===== src/rtl/hires_rd_responder.sv =====
// Hi-res readback responder: answers a Z80 IN on the hi-res data port,
// stalling the bus with WAIT until the readback byte arrives.
module hires_rd_responder #(
    parameter logic [7:0] PORT           = 8'h82,
    parameter int         FILTER_LEN     = 3,
    parameter int         TIMEOUT_CYCLES = 64,
    parameter logic [7:0] TIMEOUT_DATA   = 8'hFF
) (
    input  logic        clk,
    input  logic        srst,
    input  logic [15:0] TRS_A,
    input  logic        TRS_IN,
    input  logic [7:0]  hires_dout,
    input  logic        hires_dout_rdy,
    output logic        trs_wait,
    output logic [7:0]  trs_dout,
    output logic        trs_dout_oe,
    output logic        timeout_err,
    output logic        abort_err
);

    localparam int TW = (TIMEOUT_CYCLES > 1) ? $clog2(TIMEOUT_CYCLES) : 1;
    localparam int FW = $clog2(FILTER_LEN) + 1;
    localparam logic [TW-1:0] TMAX = TW'(TIMEOUT_CYCLES - 1);
    localparam logic [FW-1:0] FMAX = FW'(FILTER_LEN - 1);

    typedef enum logic [1:0] {
        S_IDLE  = 2'd0,
        S_WAIT  = 2'd1,
        S_DRIVE = 2'd2
    } state_t;

    state_t        state_q, state_d;
    logic          s1_q, s2_q;
    logic          inq_q, inq_d;
    logic          inprev_q;
    logic [FW-1:0] fcnt_q, fcnt_d;
    logic [TW-1:0] timer_q, timer_d;
    logic          pend_q, pend_d;
    logic [7:0]    data_q, data_d;
    logic [7:0]    dout_q, dout_d;
    logic          terr_q, terr_d;
    logic          aerr_q, aerr_d;
    logic          in_sync;
    logic          start;
    logic          unused_addr_hi;

    assign in_sync        = s2_q;
    assign unused_addr_hi = ^TRS_A[15:8];
    assign start          = inq_q & ~inprev_q & (TRS_A[7:0] == PORT);

    always_comb begin
        inq_d  = inq_q;
        fcnt_d = '0;
        if (in_sync != inq_q) begin
            if (fcnt_q == FMAX) begin
                inq_d = in_sync;
            end else begin
                fcnt_d = fcnt_q + 1'b1;
            end
        end
    end

    // Capture runs regardless of FSM state so an early rdy is not lost
    always_comb begin
        state_d = state_q;
        timer_d = timer_q;
        pend_d  = pend_q;
        data_d  = data_q;
        terr_d  = terr_q;
        aerr_d  = aerr_q;
        if (!in_sync) begin
            pend_d = 1'b0;
        end else if (hires_dout_rdy) begin
            pend_d = 1'b1;
            data_d = hires_dout;
        end
        unique case (state_q)
            S_IDLE: begin
                if (start) begin
                    if (pend_q) begin
                        state_d = S_DRIVE;
                    end else begin
                        state_d = S_WAIT;
                        timer_d = '0;
                    end
                end
            end
            S_WAIT: begin
                if (pend_q || hires_dout_rdy) begin
                    state_d = S_DRIVE;
                    if (hires_dout_rdy) begin
                        data_d = hires_dout;
                    end
                end else if (!inq_q) begin
                    state_d = S_IDLE;
                    aerr_d  = 1'b1;
                end else if (timer_q == TMAX) begin
                    state_d = S_DRIVE;
                    data_d  = TIMEOUT_DATA;
                    terr_d  = 1'b1;
                end else begin
                    timer_d = timer_q + 1'b1;
                end
            end
            S_DRIVE: begin
                if (!inq_q) begin
                    state_d = S_IDLE;
                end
            end
            default: state_d = S_IDLE;
        endcase
        dout_d = (state_d == S_DRIVE) ? data_d : dout_q;
    end

    always_ff @(posedge clk) begin
        if (srst) begin
            state_q  <= S_IDLE;
            s1_q     <= 1'b0;
            s2_q     <= 1'b0;
            inq_q    <= 1'b0;
            inprev_q <= 1'b0;
            fcnt_q   <= '0;
            timer_q  <= '0;
            pend_q   <= 1'b0;
            data_q   <= 8'h00;
            dout_q   <= 8'h00;
            terr_q   <= 1'b0;
            aerr_q   <= 1'b0;
        end else begin
            state_q  <= state_d;
            s1_q     <= ~TRS_IN;
            s2_q     <= s1_q;
            inq_q    <= inq_d;
            inprev_q <= inq_q;
            fcnt_q   <= fcnt_d;
            timer_q  <= timer_d;
            pend_q   <= pend_d;
            data_q   <= data_d;
            dout_q   <= dout_d;
            terr_q   <= terr_d;
            aerr_q   <= aerr_d;
        end
    end

    assign trs_wait    = (state_q == S_WAIT);
    assign trs_dout_oe = (state_q == S_DRIVE);
    assign trs_dout    = dout_q;
    assign timeout_err = terr_q;
    assign abort_err   = aerr_q;

endmodule


===== config.mk =====
export PLATFORM = sky130hd
export DESIGN_NAME = hires_rd_responder
export DESIGN_NICKNAME = d
export VERILOG_FILES = /design/src/rtl/hires_rd_responder.sv
export SDC_FILE = /design/constraint.sdc
export NUM_CORES = 1
export LEC_CHECK = 0
export CAP_MARGIN = 20
export CORE_ASPECT_RATIO = 2
export CORE_MARGIN = 4
export CORE_UTILIZATION = 55
export DETAILED_ROUTE_END_ITERATION = 12
export DONT_BUFFER_PORTS = 1
export PLACE_DENSITY_LB_ADDON = 0.1
export SYNTH_ARGS = -nofsm -noshare
export SYNTH_HDL_FRONTEND = slang
export SYNTH_SLANG_ARGS = --single-unit

===== constraint.sdc =====
create_clock -name clk -period 3.98 [get_ports clk]
set_input_delay 0.597 -clock clk [delete_from_list [all_inputs] [get_ports clk]]
set_output_delay 0.597 -clock clk [all_outputs]
set_load 0.05 [all_outputs]

; Yosys cells after proc, flatten, opt, wreduce, memory -nomap -nowiden
; Cells that the tools add are included.
[totals]
ff_bits = 34
output_inout_bits = 12
elab_cells = 63
[op_classes]
n_addsub = 2
n_eq_ne = 12
mux = 20
n_bitwise = 8
reduce_logical = 9
[op_table]
columns = cell, count
row1 = $mux W8, 7
row2 = $mux W6, 5
row3 = $mux W2, 6
row4 = $pmux W6 S2, 1
row5 = $eq A8 B8 Y1 const B, 1
row6 = $ne A2 B2 Y1 const B, 4
row7 = $add A6 B1 Y6 const B, 1
row8 = $eq A6 B6 Y1 const B, 1
row9 = $not A1 Y1, 6
row10 = $pmux W2 S3, 1
row11 = $reduce_and A6 Y1, 1
row12 = $eq A2 B2 Y1 const B, 2
row13 = $reduce_and A4 Y1, 1
row14 = $add A3 B1 Y3 const B, 1
row15 = $eq A3 B2 Y1 const B, 1
row16 = $reduce_and A3 Y1, 1
row17 = $reduce_or A3 Y1, 1
row18 = $and A1 B1 Y1, 2
row19 = $eq A2 B1 Y1 const B, 1
row20 = $logic_not A2 Y1, 1
row21 = $ne A2 B1 Y1 const B, 1
row22 = $reduce_and A2 Y1, 1
row23 = $reduce_bool A2 Y1, 1
row24 = $reduce_or A2 Y1, 1
row25 = other kinds (2), 2

; Logic depth before layout (Yosys ltp)
[depth]
word_depth = 6
ltp_mapped = 6

; Worst setup path before layout
; OpenSTA, ideal clock, no wires.
[synth_path]
kind = input to register
startpoint = in TRS_A[0]
endpoint = reg timer_q[3]
setup_ps = 121
t_arrival_ps = 1749
setup_slack_ps = 2110
cell_stages = 4
n_path_buf = 0
path_cell_list = nor4bb_1 -> nand4b_1 -> a21oi_1 -> mux2_2
[synth_between]
elab_chain_len = 4
[synth_rtl]
columns = element, line_no
row1 = "start, declared", 11  ; input logic [15:0] TRS_A,
row2 = $eq A8 B8 Y1, 50  ; assign start = inq_q & ~inprev_q & (TRS_A[7:0] == PORT);
row3 = $and A1 B1 Y1, 50
row4 = $ne A2 B2 Y1 (no source line), n/a
row5 = $reduce_and A6 Y1 (no source line), n/a
row6 = "end signal, assigned", 137  ; timer_q <= timer_d;
row7 = "end, declared", 38  ; logic [TW-1:0] timer_q, timer_d;
; No other way between the ends.
; A chain may end at the register's enable or synchronous reset.

; Worst setup path in the final report
[layout_path]
startpoint = reg timer_q[0]
endpoint = reg dout_q[7], in the netlist trs_dout[7]
[layout_between]
elab_chain_len = 6
[layout_rtl]
columns = element, line_no
row1 = $eq A6 B6 Y1 *, 98  ; end else if (timer_q == TMAX) begin
row2 = $mux W2, 98
row3 = $mux W2, 95  ; end else if (!inq_q) begin
row4 = $mux W2, 90  ; if (pend_q || hires_dout_rdy) begin
row5 = $pmux W2 S3, 78  ; unique case (state_q)
row6 = $eq A2 B2 Y1, 113  ; dout_d = (state_d == S_DRIVE) ? data_d : dout_q;
row7 = "end signal, assigned", 140  ; dout_q <= dout_d;
row8 = "end, declared", 41  ; logic [7:0] dout_q, dout_d;
; Mark *: on every way between the ends. The rest lies on a longest branch, timed or not.

==> summary.md <==
| Metric | Value |
|---|---|
| Vias per cell | 6.725 |
| Min Tclk post-route | 1.977 ns |
| P_leak | 0.0006614 uW |
| Max cap viols | 0 |
| Critical path type | reg2reg |
| Result of the run | completed |
| Vias in the first global route | 1472 |
| Critical path's top delay family | compound AO/OA/AOI/OAI gates |
| Final count of negative-setup-slack endpoints | 0 |
| DRT Wirelength | 4016 um |
| Synth async-reset ratio | 0% |
| Die ar. | 4356 sq um |
| Number of synthesis warnings | 0 |
| Global-route wire length before repair | 6527 um |
| Placement Rows | 29 |
| DP Wirelength | 2853 um |
| Type of origin of the critical path | register |
| Synth Area in Compound Gates | 22.72% |
| Initial core utilization | 57.09% |
| Final nets | 211 |
| CP cell instances | ha_1, and3_1, nand2_1, a221oi_1, mux2_4 |
| Main combinational cell family by area after synthesis | compound AO/OA/AOI/OAI gates |
| Mapped Avg Cell Area | 9.854 sq um |
| CTS Buf Count | 5 |
| Reg2reg start | timer_q[0]$_SDFFE_PP0P_ |
| Crit path capture type | register |
| Worst skew pair latency | 0.28 ns |
| Clock sinks | 34 |
| Final Hold Vio Count | 0 |
| Post-synth top area share | 37.34% |
| CTS root buffer | clkbuf_8 |
| Antenna viol nets, final | 0 |
| Setup Skew | 0.008533 ns |
| Vert. Die Dim | 89.42 um |
| Final period util | 49.67% |
| Setup TNS | 0 ns |
| Chip Width | 48.71 um |
| Most frequent cell after synthesis | dfxtp_1 |
| IO Count | 40 |
| Ys flop type | dfxtp_1 |
| Pin count of the biggest net entering global routing | 37 |
| Max IR drop VDD | 0.3321 mV |
| CP Launch Point | timer_q[0]$_SDFFE_PP0P_ |
| WL/cell | 19.03 um |
| Placer Congestion | 0.7840 |
| Total power | 676.4 uW |
| HP Class | in2reg |
| Post-synth EDFFs | 0 |
| Largest area contributor in the netlist | dfxtp_1 |
| Drt initial violations | 24 |
| Post_cts resized | 0 |
| Fin util | 59.01% |
| Ant diodes | 0 |
| Worst-path clk slew | 0.07 ns |
| Core area | 3193 sq um |
| Layout cells sized above 1 | 15.56% |
| Drt first pass iters | 4 |
| Post-Syn Nets | 216 |
| Max Freq | 505.9 MHz |
| Post-CTS Hold Fix Bufs | 0 |
| Drt drc | 0 |
| Crit path DAT | 2.21 ns |
| Post-CTS Setup Inserts | 0 |
| Mapped cell area | 1823 sq um |
| Hold_sp | TRS_IN |
| Actual slew at the worst max-slew pin | 0.6453 ns |
| Total global-route track usage | 18.98% |
| Crit-path max cell delay | 0.54 ns |
| Synth Area in Simple Gates | 21.89% |
| RSZ-0062 raised after global routing | false |
| Initial antenna violation count | 0 |
| Post-synthesis adder-cell area fraction | 2.059% |
| PD cells | 358.9 nW/um^2 |
| Commonest cells in the netlist | dfxtp_1, a21oi_1, nor2b_1 |
| Cells after Synth | 185 |
| Port bufs | 0 |
| H-tree depth | 2 |
| CP max-delay cell | a221oi_1 |
| Total number of vias | 1419 |
| Slew Viols, Final | 0 |
| GRT Residual Overflow | 0 |
| Slew headroom | 56.92% |
| Count of cell types in the netlist | 46 |
| Max Buffers Root-to-Sink | 2 |
| CP Max Fanout | 8 |
| XOR/XNOR Fraction of Synth Area | 0.4804% |
| Register area share after synthesis | 37.34% |
| Top cells by area, synth | dfxtp_1, mux2_4, a21oi_1 |
| Mux share of post-synthesis cell area | 9.609% |
| CTS tree | built |
| Area growth, synth to finish | 3.363% |
| Worst EP required | 4.21 ns |
| CP Buf/Inv Count | 0 |
| Yosys reg bits | 34 |
-- worst register-to-register path: stages (launching register included) --
cell	delay, ns
dfxtp_1	0.41
ha_1	0.32
and3_1	0.21
nand2_1	0.22
a221oi_1	0.54
mux2_4	0.24
-- routing by layer --
| metal | GRT usage [%] | share of wire, % |
|---|---|---|
| met1 | 17.49 | 36 |
| met2 | 35.83 | 55 |
| met3 | 6.177 | 5.3 |
| met4 | 10.54 | 3.2 |
| met5 | 0 | 0 |
-- placed cells by master (no fill, tap or decap), drive strengths merged --
cell and instances:
nor4bb 1, mux2 12, nand4b 1, nor4b 2, o21ai 11, o221ai 8, or3 1, nand2 2
a41oi 1, o211ai 2, ha 3, inv 4, nand2b 3, nand3 5, a31oi 1, a221oi 8
xnor2 1, and3 10, nor4 1, nor3 7, nor2 10, and2b 1, a21oi 15, bufinv 1
clkbuf 6, dfxtp 34, mux2i 1, and4b 1, nor2b 11, nand4 1, nor3b 5, o211a 1
a21boi 9
-- metrics by stage --
step / cell area [sq um] / hold WS [ns] / instances / setup WS [ns]
after floorplan: 1823 / 0.4138 / 185 / 2.110
after global placement: 1772 / 0.4291 / 204 / 1.914
after detailed placement: 1772 / 0.4262 / 204 / 1.894
after CTS: 1884 / 0.3694 / 211 / 2.006
after global routing: 1884 / 0.3644 / 211 / 1.914
final: 1884 / 0.3826 / 211 / 2.003
-- kinds of logic (layout without fill, tap and decap cells) --
group | Yosys count | in the layout
adder cells (fa/ha/maj) | 3 | 3
buffers and inverters | 16 | 11
multiplexers | 13 | 13
AO/OA/AOI/OAI | 56 | 56
XOR/XNOR | 1 | 1
AND/OR/NAND/NOR | 62 | 62
flip-flops | 34 | 34
-- final timing paths --
path	to	slack (ns)	cells after the start
setup / recovery	trs_dout[7]$_SDFFE_PP0N_	2.00	5
hold / removal	s1_q$_SDFF_PP0_	0.38	1
setup reg to reg	trs_dout[7]$_SDFFE_PP0N_	2.00	5
hold reg to reg	in_sync$_SDFF_PP0_	0.44	1
-- registers in the layout (all words and copies together) (netlist names) --
signal / count
timer_q: 6
data_q: 8
abort_err: 1
state_q: 2
pend_q: 1
inq_q: 1
trs_dout: 8
inprev_q: 1
fcnt_q: 3
s1_q: 1
in_sync: 1
timeout_err: 1
-- cell type report --
type,count,area (sq um)
Clock buffer,6,82.58
Inverter,4,17.52
Multi-Input combinational cell,135,1035
Clock inverter,1,30.03
Fill cell,283,1309
Sequential cell,34,680.7
Tap cell,31,38.79
-- power by group --
part | switching, uW | internal, uW
Clock | 119 | 200
Sequential | 3.04 | 342
Combinational | 5.92 | 6.32
Power figures use the tool's default switching activity.
